<file path="src/rtl/key_filter_if.sv">
// key_filter_if -- key pins and key events between the board push-buttons
// and key_filter.
//
// Signals (all KEY_W bits wide, one bit per key channel):
//   key_n       raw key pins, active-low (0 = pressed), asynchronous
//   key_press   one-cycle pulse per accepted press (and per auto-repeat)
//   key_release one-cycle pulse per accepted release
//   key_long    one-cycle pulse when a hold reaches the long-press time
//   key_level   debounced level, 1 = pressed
//
// Modports:
//   master  drives the key pins and consumes the events (board / bench side)
//   slave   the filter itself
interface key_filter_if #(
    parameter int KEY_W = 4
);
    logic [KEY_W-1:0] key_n;
    logic [KEY_W-1:0] key_press;
    logic [KEY_W-1:0] key_release;
    logic [KEY_W-1:0] key_long;
    logic [KEY_W-1:0] key_level;

    modport master (
        output key_n,
        input  key_press,
        input  key_release,
        input  key_long,
        input  key_level
    );

    modport slave (
        input  key_n,
        output key_press,
        output key_release,
        output key_long,
        output key_level
    );
endinterface

</file>
<file path="src/rtl/key_filter.sv">
// key_filter -- multi-key debounce and event detector.
//
// Turns raw, bouncing, active-low key pins into clean single-cycle press,
// release and long-press events plus a debounced pressed level. Each key
// channel is independent: a two-flop synchroniser followed by a five-state
// FSM (IDLE, PRESS_FILT, DOWN, HOLD, REL_FILT) with one counter and a
// long-press flag. All outputs are registered.
//
// Ports:
//   clk   system clock (50 MHz nominal)
//   rst   synchronous, active-high reset
//   kif   key_filter_if.slave: key_n in; key_press, key_release, key_long,
//         key_level out
//
// Parameters:
//   KEY_W     number of key channels
//   CNT_W     width of each per-channel counter
//   DEB_MAX   debounce terminal count (filter window is DEB_MAX+1 cycles)
//   LONG_MAX  terminal count in DOWN before the long-press event
//   REP_MAX   auto-repeat terminal count in HOLD
//
// Build option:
//   KEY_REPEAT_EN  when defined, HOLD emits a key_press every REP_MAX+1
//                  cycles; when undefined, HOLD is quiescent until release.
module key_filter #(
    parameter int               KEY_W    = 4,
    parameter int               CNT_W    = 26,
    parameter logic [CNT_W-1:0] DEB_MAX  = CNT_W'(999_999),
    parameter logic [CNT_W-1:0] LONG_MAX = CNT_W'(49_999_999),
    parameter logic [CNT_W-1:0] REP_MAX  = CNT_W'(9_999_999)
) (
    input  logic        clk,
    input  logic        rst,
    key_filter_if.slave kif
);

    localparam logic [2:0] ST_IDLE  = 3'd0;
    localparam logic [2:0] ST_PRESS = 3'd1;
    localparam logic [2:0] ST_DOWN  = 3'd2;
    localparam logic [2:0] ST_HOLD  = 3'd3;
    localparam logic [2:0] ST_REL   = 3'd4;

    localparam logic [CNT_W-1:0] CNT_ONE = CNT_W'(1);

    logic [KEY_W-1:0] sync1_q;
    logic [KEY_W-1:0] sync2_q;

    logic [2:0]       state_q [KEY_W];
    logic [2:0]       state_d [KEY_W];
    logic [CNT_W-1:0] cnt_q   [KEY_W];
    logic [CNT_W-1:0] cnt_d   [KEY_W];
    logic [KEY_W-1:0] long_flag_q, long_flag_d;

    logic [KEY_W-1:0] press_q,   press_d;
    logic [KEY_W-1:0] release_q, release_d;
    logic [KEY_W-1:0] long_q,    long_d;
    logic [KEY_W-1:0] level_q,   level_d;

`ifndef KEY_REPEAT_EN
    // Repeat period has no meaning when auto-repeat is compiled out.
    logic unused_rep_max;
    assign unused_rep_max = ^REP_MAX;
`endif

    always_comb begin
        state_d     = state_q;
        cnt_d       = cnt_q;
        long_flag_d = long_flag_q;
        level_d     = level_q;
        press_d     = '0;
        release_d   = '0;
        long_d      = '0;

        for (int i = 0; i < KEY_W; i++) begin
            // sync2_q[i] == 1 means released; the release check always takes
            // priority over any terminal count in the same cycle.
            case (state_q[i])
                ST_IDLE: begin
                    if (!sync2_q[i]) begin
                        state_d[i] = ST_PRESS;
                        cnt_d[i]   = '0;
                    end
                end
                ST_PRESS: begin
                    if (sync2_q[i]) begin
                        state_d[i] = ST_IDLE;
                        cnt_d[i]   = '0;
                    end else if (cnt_q[i] == DEB_MAX) begin
                        state_d[i] = ST_DOWN;
                        cnt_d[i]   = '0;
                        press_d[i] = 1'b1;
                        level_d[i] = 1'b1;
                    end else begin
                        cnt_d[i] = cnt_q[i] + CNT_ONE;
                    end
                end
                ST_DOWN: begin
                    if (sync2_q[i]) begin
                        state_d[i] = ST_REL;
                        cnt_d[i]   = '0;
                    end else if (cnt_q[i] == LONG_MAX) begin
                        state_d[i]     = ST_HOLD;
                        cnt_d[i]       = '0;
                        long_d[i]      = 1'b1;
                        long_flag_d[i] = 1'b1;
                    end else begin
                        cnt_d[i] = cnt_q[i] + CNT_ONE;
                    end
                end
                ST_HOLD: begin
                    if (sync2_q[i]) begin
                        state_d[i] = ST_REL;
                        cnt_d[i]   = '0;
                    end else begin
`ifdef KEY_REPEAT_EN
                        if (cnt_q[i] == REP_MAX) begin
                            cnt_d[i]   = '0;
                            press_d[i] = 1'b1;
                        end else begin
                            cnt_d[i] = cnt_q[i] + CNT_ONE;
                        end
`else
                        cnt_d[i] = '0;
`endif
                    end
                end
                ST_REL: begin
                    if (!sync2_q[i]) begin
                        // Bounce during release: go back to where we were and
                        // restart the hold timer from zero.
                        state_d[i] = long_flag_q[i] ? ST_HOLD : ST_DOWN;
                        cnt_d[i]   = '0;
                    end else if (cnt_q[i] == DEB_MAX) begin
                        state_d[i]     = ST_IDLE;
                        cnt_d[i]       = '0;
                        release_d[i]   = 1'b1;
                        level_d[i]     = 1'b0;
                        long_flag_d[i] = 1'b0;
                    end else begin
                        cnt_d[i] = cnt_q[i] + CNT_ONE;
                    end
                end
                default: begin
                    state_d[i] = ST_IDLE;
                    cnt_d[i]   = '0;
                end
            endcase
        end
    end

    always_ff @(posedge clk) begin
        if (rst) begin
            // Synchroniser resets to "released" so a held key is re-filtered.
            sync1_q     <= '1;
            sync2_q     <= '1;
            long_flag_q <= '0;
            press_q     <= '0;
            release_q   <= '0;
            long_q      <= '0;
            level_q     <= '0;
            for (int i = 0; i < KEY_W; i++) begin
                state_q[i] <= ST_IDLE;
                cnt_q[i]   <= '0;
            end
        end else begin
            sync1_q     <= kif.key_n;
            sync2_q     <= sync1_q;
            long_flag_q <= long_flag_d;
            press_q     <= press_d;
            release_q   <= release_d;
            long_q      <= long_d;
            level_q     <= level_d;
            for (int i = 0; i < KEY_W; i++) begin
                state_q[i] <= state_d[i];
                cnt_q[i]   <= cnt_d[i];
            end
        end
    end

    assign kif.key_press   = press_q;
    assign kif.key_release = release_q;
    assign kif.key_long    = long_q;
    assign kif.key_level   = level_q;

endmodule

</file>
<file path="src/flat_wrapper.sv">
// flat-port wrapper written by rule: the top's interface ports become plain ports
module key_filter_flat 
#(
    parameter int               KEY_W    = 4,
    parameter int               CNT_W    = 26,
    parameter logic [CNT_W-1:0] DEB_MAX  = CNT_W'(999_999),
    parameter logic [CNT_W-1:0] LONG_MAX = CNT_W'(49_999_999),
    parameter logic [CNT_W-1:0] REP_MAX  = CNT_W'(9_999_999)
)
  (clk, rst, kif_key_n, kif_key_press, kif_key_release, kif_key_long, kif_key_level);
  key_filter_if #(.KEY_W(KEY_W)) kif_i ();
  input  logic clk;
  input  logic rst;
  input wire logic [$bits(kif_i.key_n)-1:0] kif_key_n;
  output wire logic [$bits(kif_i.key_press)-1:0] kif_key_press;
  output wire logic [$bits(kif_i.key_release)-1:0] kif_key_release;
  output wire logic [$bits(kif_i.key_long)-1:0] kif_key_long;
  output wire logic [$bits(kif_i.key_level)-1:0] kif_key_level;
  assign kif_i.key_n = kif_key_n;
  assign kif_key_press = kif_i.key_press;
  assign kif_key_release = kif_i.key_release;
  assign kif_key_long = kif_i.key_long;
  assign kif_key_level = kif_i.key_level;
  key_filter #(.KEY_W(KEY_W), .CNT_W(CNT_W), .DEB_MAX(DEB_MAX), .LONG_MAX(LONG_MAX), .REP_MAX(REP_MAX)) u_core (.clk(clk), .rst(rst), .kif(kif_i));
endmodule
</file>
<file path="config.mk">
export PLATFORM = sky130hd
export DESIGN_NAME = key_filter_flat
export DESIGN_NICKNAME = d
export VERILOG_FILES = /design/src/rtl/key_filter_if.sv /design/src/rtl/key_filter.sv /design/src/flat_wrapper.sv
export SDC_FILE = /design/constraint.sdc
export NUM_CORES = 1
export LEC_CHECK = 0
export ABC_CLOCK_PERIOD_IN_PS = 3900
export BUFFER_PORTS_ARGS = -buffer_cell sky130_fd_sc_hd__clkbuf_2
export CORE_UTILIZATION = 50
export CTS_CLUSTER_DIAMETER = 150
export DETAILED_ROUTE_END_ITERATION = 12
export GPL_ROUTABILITY_DRIVEN = 0
export PLACE_DENSITY = 0.66
export SLEW_MARGIN = 25
export SYNTH_ARGS = -nofsm -noshare
export SYNTH_HDL_FRONTEND = slang
export SYNTH_SLANG_ARGS = --single-unit
</file>
<file path="constraint.sdc">
create_clock -name clk -period 3.9 [get_ports clk]
set_input_delay 0.78 -clock clk [delete_from_list [all_inputs] [get_ports clk]]
set_output_delay 0.78 -clock clk [all_outputs]
set_load 0.1 [all_outputs]
</file>
* After elaboration in Yosys (flattened, before gate mapping) *
Index checks and enable logic that the tools add are counted.

cells by class
  bitwise logic cells = 16
  mux-type cells = 108
  add/sub/neg operators = 4
  reductions and logical operators = 36
  eq/ne operators = 68

operator list
  kind                                                                number
  26-bit 2-to-1 mux                                                   24
  26-bit case mux with 4 select lines                                 4
  26-bit by 1-bit adder with 26-bit output (second input constant)    4
  26-bit by 20-bit == test with 1-bit output (second input constant)  4
  26-bit == test (second input constant)                              4
  3-bit 2-to-1 mux                                                    32
  3-bit case mux with 5 select lines                                  4
  5-bit AND reduction                                                 12
  2-bit by 1-bit != test with 1-bit output (second input constant)    20
  1-bit 2-to-1 mux                                                    36
  3-bit OR reduction                                                  12
  3-bit by 2-bit == test with 1-bit output (second input constant)    8
  2-bit != test (second input constant)                               12
  3-bit by 1-bit != test with 1-bit output (second input constant)    8
  1-bit inverter                                                      16
  1-bit case mux with 2 select lines                                  8
  2-bit nonzero test                                                  8
  3-bit by 1-bit == test with 1-bit output (second input constant)    4
  3-bit == test (second input constant)                               4
  3-bit logical NOT                                                   4
  3-bit != test (second input constant)                               4

word-level totals
  bits of input ports = 6
  logic and storage cells = 262
  flip-flop bits (word level) = 144
  output and inout port bits = 16

* Logic depth before layout (Yosys ltp) *
  word-level depth = 4
  depth in mapped cells = 9
  gate-level depth less buffers = 7

* Worst setup path before layout *
Ideal clock, no wire load.

  path kind = register to register
  start point = register u_core.cnt_q[41] (netlist bit)
  end point = register u_core.cnt_q[42] (netlist bit)
  cell stages (with the launch flop) = 7
  data arrival time = 2248 ps
  setup time = 122 ps
  path buffers = 0
  slack = 1530 ps
  data required time = 3778 ps
  period minus slack after synthesis = 2370 ps
  cell sequence = dfxtp_1 or4b_1 or4_4 o31ai_4 o22ai_2 and3_1 a221o_1

between the ends
  longest elaborated chain between the ends = 4
  elaborated cells between the ends (all ways) = 9
  those cells by class = add/sub (1); eq/ne (2); mux (6)

ends and longest elaborated chain
  item                                                                    RTL line                                                RTL
  start, declared                                                         key_filter.sv:50                                        logic [CNT_W-1:0] cnt_q [KEY_W];
  start signal, assigned by index                                         key_filter.sv:175                                       cnt_q[i] <= cnt_d[i];
  26-bit by 1-bit adder with 26-bit output, or another cell as far along  key_filter.sv:94, key_filter.sv:107, key_filter.sv:140
  26-bit 2-to-1 mux (on tied branches)                                    key_filter.sv:88, key_filter.sv:133, key_filter.sv:101
  26-bit 2-to-1 mux (on tied branches)                                    key_filter.sv:128, key_filter.sv:85, key_filter.sv:98
  26-bit case mux with 4 select lines (*)                                 key_filter.sv:77                                        case (state_q[i])

Every way passes the cells marked *; elsewhere a longest branch is shown, timed or not.
A chain may end at the register's enable or synchronous reset.

* Worst setup path in the final report *
  start point = register u_core.state_q[0] (netlist bit)
  end point = register u_core.cnt_q[22] (netlist bit)

between the ends
  longest elaborated chain between the ends = 2
  elaborated cells between the ends (all ways) = 6
  those cells by class = eq/ne (4); mux (1); reduce/logical (1)

ends and longest elaborated chain
  item                                                                         RTL line           RTL
  start, declared                                                              key_filter.sv:48   logic [2:0] state_q [KEY_W];
  start signal, assigned by index                                              key_filter.sv:174  state_q[i] <= state_d[i];
  3-bit == test, or another cell as far along                                  key_filter.sv:77
  26-bit case mux with 4 select lines / 2-bit != test (equally long branches)  --

Parallel ways exist; a longest one is shown, timed or not.

==> reports/results.ini <==
[run_status]
status = completed

[sta]
fin_crit_ps = 2881
slew_headroom_pct = 27.00
rsz0062_at_grt = no
slew_viol_final = 0
clock_skew_ps = 6.338
setup_viol = 0
layout_setup_ws_ps = 1019
tns_ps = 0
hold_violations = 0
fin_crit_sh_pct = 73.86
fmax_mhz = 347.2
tightest_slew_ps = 1080

[drt]
drtPass1Iterations = 7
wl_per_cell_um = 15.80
drt_iter0_drc = 643
ant_nets = 0
vias = 7038
route.detailed.drc = 0
vias_per_cell = 6.245
wl_um = 17800

[cts]
cts_buffers = 17
clock_latency_ps = 430
cts_hold_buffers = 0
cts_tree = done
cts_resized = 0
cts_setup_buffers = 0
ctsRootBufferMaster = clkbuf_16
htreeDepth = 4
clockBufferDepth = 2
cts_sinks = 144
clk_pin_slew_ps = 60

[global_routing]
track_usage_pct = 23.95
busiest_layer = met2
grt_overflow = 0
grt_pass1_wl_um = 28990
grt_max_degree = 40
met1_usage_pct = 31.72
grt_pass1_vias = 6210
gr-usage-met3_pct = 5.212
use_met2_pct = 37.81
antenna_found_initial = 0

[placement]
io_buffers = 21
place_ws_ps = 1076
dpl.hpwl_um = 11960
dp.cells = 1095

[finish]
instances_no_fill = 1127
drive_above_1_share_pct = 10.03
insertedDiodeCount = 0
nets = 944
areaGrowthSynthToFinish_pct = 11.14

[power]
vdd_drop_max_v = 0.0003129
powerDensity_nw_per_um2 = 392.5
leakage_nw = 2.825

[critical_path]
crit_path_cell_trace = or3b_2 -> a21o_1 -> a21o_1 -> a21oi_2 -> buf_4 -> o21ai_0 -> a31oi_1
required_ps = 4250
crit_path_end = u_core.cnt_q[22]
r2r_setup_slack_ps = 1020
cp_slowest_cell = a21oi_2
crit_type = flip-flop to flip-flop
path_depth = 7
path_buf_inv = 1
ff2ff_path_depth = 7
timing.rr.start = u_core.state_q[0]
cpPeakStageDelay_ps = 810
end_kind = flip-flop
critPathArrivalTime_ps = 3230
cp_max_fo = 26
cp-startpoint = u_core.state_q[0]
critPathMostFrequentCell = a21o_1
r2r-end = u_core.cnt_q[22]
cp_top_family = compound AO/OA/AOI/OAI gates
worst_setup_path_start_kind = flip-flop

[yosys]
ys_types = 65
synth_seq_cells = 144
netlist_instances = 931
syn-num-nets = 941
synth_edf_count = 0
synth_area_um2 = 7358
avgSynthCellArea_um2 = 7.904
synth.most_common_cell = dfxtp_1
yosysTopAreaCellShare_pct = 39.18
yosysSeqAreaShare_pct = 39.18
synth_area_leaders = dfxtp_1 39%, nand2_1 5.4%, nand3_1 4.4%, nor2_1 4.1%, a31oi_1 4.0%
synth_top_area_cell = dfxtp_1
yosys-top-cells-count = 144 x dfxtp_1, 106 x nand2_1, 80 x nor2_1
synth_ff_type = dfxtp_1
synth-async-reset-ratio_pct = 0
synth_warnings = 0

[die]
die_x_um = 123.3
ios = 22
die_h_um = 123.3
core_area_um2 = 14100
die_area_um2 = 15210
start_util_pct = 52.20
placementRows = 43

[worst_hold_path]
hold_class = flip-flop to flip-flop

[run]
maxCapViolations = 0

[routing by layer]
layer / vias up / share of wire (%)
met3: 30 / 4.8
met2: 200 / 46
met5: - / 0
li1: 3509 / -
met4: 0 / 1.5
met1: 3299 / 47
[flip-flops by register name (all words and copies together), names as in the netlist]
name and count:
u_core.kif.key_level 4, u_core.sync1_q 4, u_core.cnt_q 104, u_core.kif.key_long 4, u_core.sync2_q 4, u_core.kif.key_release 4
u_core.long_flag_q 4, u_core.state_q 12, u_core.kif.key_press 4
[logic make-up (layout without fill, tap and decap cells)]
family,count (synthesis),count (layout),share of synthesized area [%]
AND/OR/NAND/NOR,462,462,33.28
AO/OA/AOI/OAI,240,240,21.66
flip-flops,144,144,39.18
buffers and inverters,68,84,3.588
XOR/XNOR,9,9,1.071
adder cells (fa/ha/maj),4,4,0.6802
multiplexers,4,4,0.5441
[worst min-delay path by stage]
stage,start,end,slack (ps),cells past startpoint
final,u_core.sync1_q[1],u_core.sync2_q[1],400,1
after floorplan,u_core.sync1_q[0],u_core.sync2_q[0],390,1
after detailed placement,u_core.sync1_q[2],u_core.sync2_q[2],390,1
after global placement,u_core.sync1_q[2],u_core.sync2_q[2],390,1
after global routing,u_core.sync1_q[3],u_core.sync2_q[3],420,1
after CTS,u_core.sync1_q[2],u_core.sync2_q[2],410,1
[stage by stage]
| stage | util (%) | cell area, um^2 | hold WS [ps] | total power, mW |
|---|---|---|---|---|
| 6_report | 58.02 | 8178 | 403.3 | 3.210 |
| 5_1_grt | 58.02 | 8178 | 424.6 | 3.319 |
| 3_5_place_dp | 53.76 | 7579 | 394.7 | 1.626 |
| 2_1_floorplan | - | 7358 | 389.5 | 1.591 |
| 4_1_cts | 57.96 | 8170 | 409.0 | 3.246 |
| 3_3_place_gp | 53.76 | 7579 | 392.1 | 1.622 |
[where the power goes]
| part | total [mW] | internal, mW | leakage (nW) | switching, mW |
|---|---|---|---|---|
| clock network | 1.62 | 0.971 | 0.265 | 0.644 |
| registers | 1.49 | 1.48 | 1.16 | 0.0113 |
| logic | 0.105 | 0.0316 | 1.40 | 0.0729 |
| total | 3.21 | 2.48 | 2.83 | 0.728 |
[cells in the final DEF, fill, tap and decap left out, types with 15 or more instances in the layout]
cell type and n:
dfxtp_1 144, nand2_1 106, nor2_1 80, nand3_1 64, a21oi_1 50, a31oi_1 47
o21ai_0 42, nand4_1 32, nor3_1 28, inv_1 23, clkbuf_2 21, and3_1 20
nor4_1 17, clkbuf_16 17, a21o_1 16, or2_2 15, a22o_1 15, and4_1 15
[layout make-up]
cell class	count	area, um^2
tap	180	225.2
multi-input combinational	719	4227
clock inverter	13	138.9
clock buffer	19	452.9
fill	1279	5918
sequential	144	2883
inverter	23	86.33
timing repair buffer	29	165.2
(Power assumes the default switching activity.)
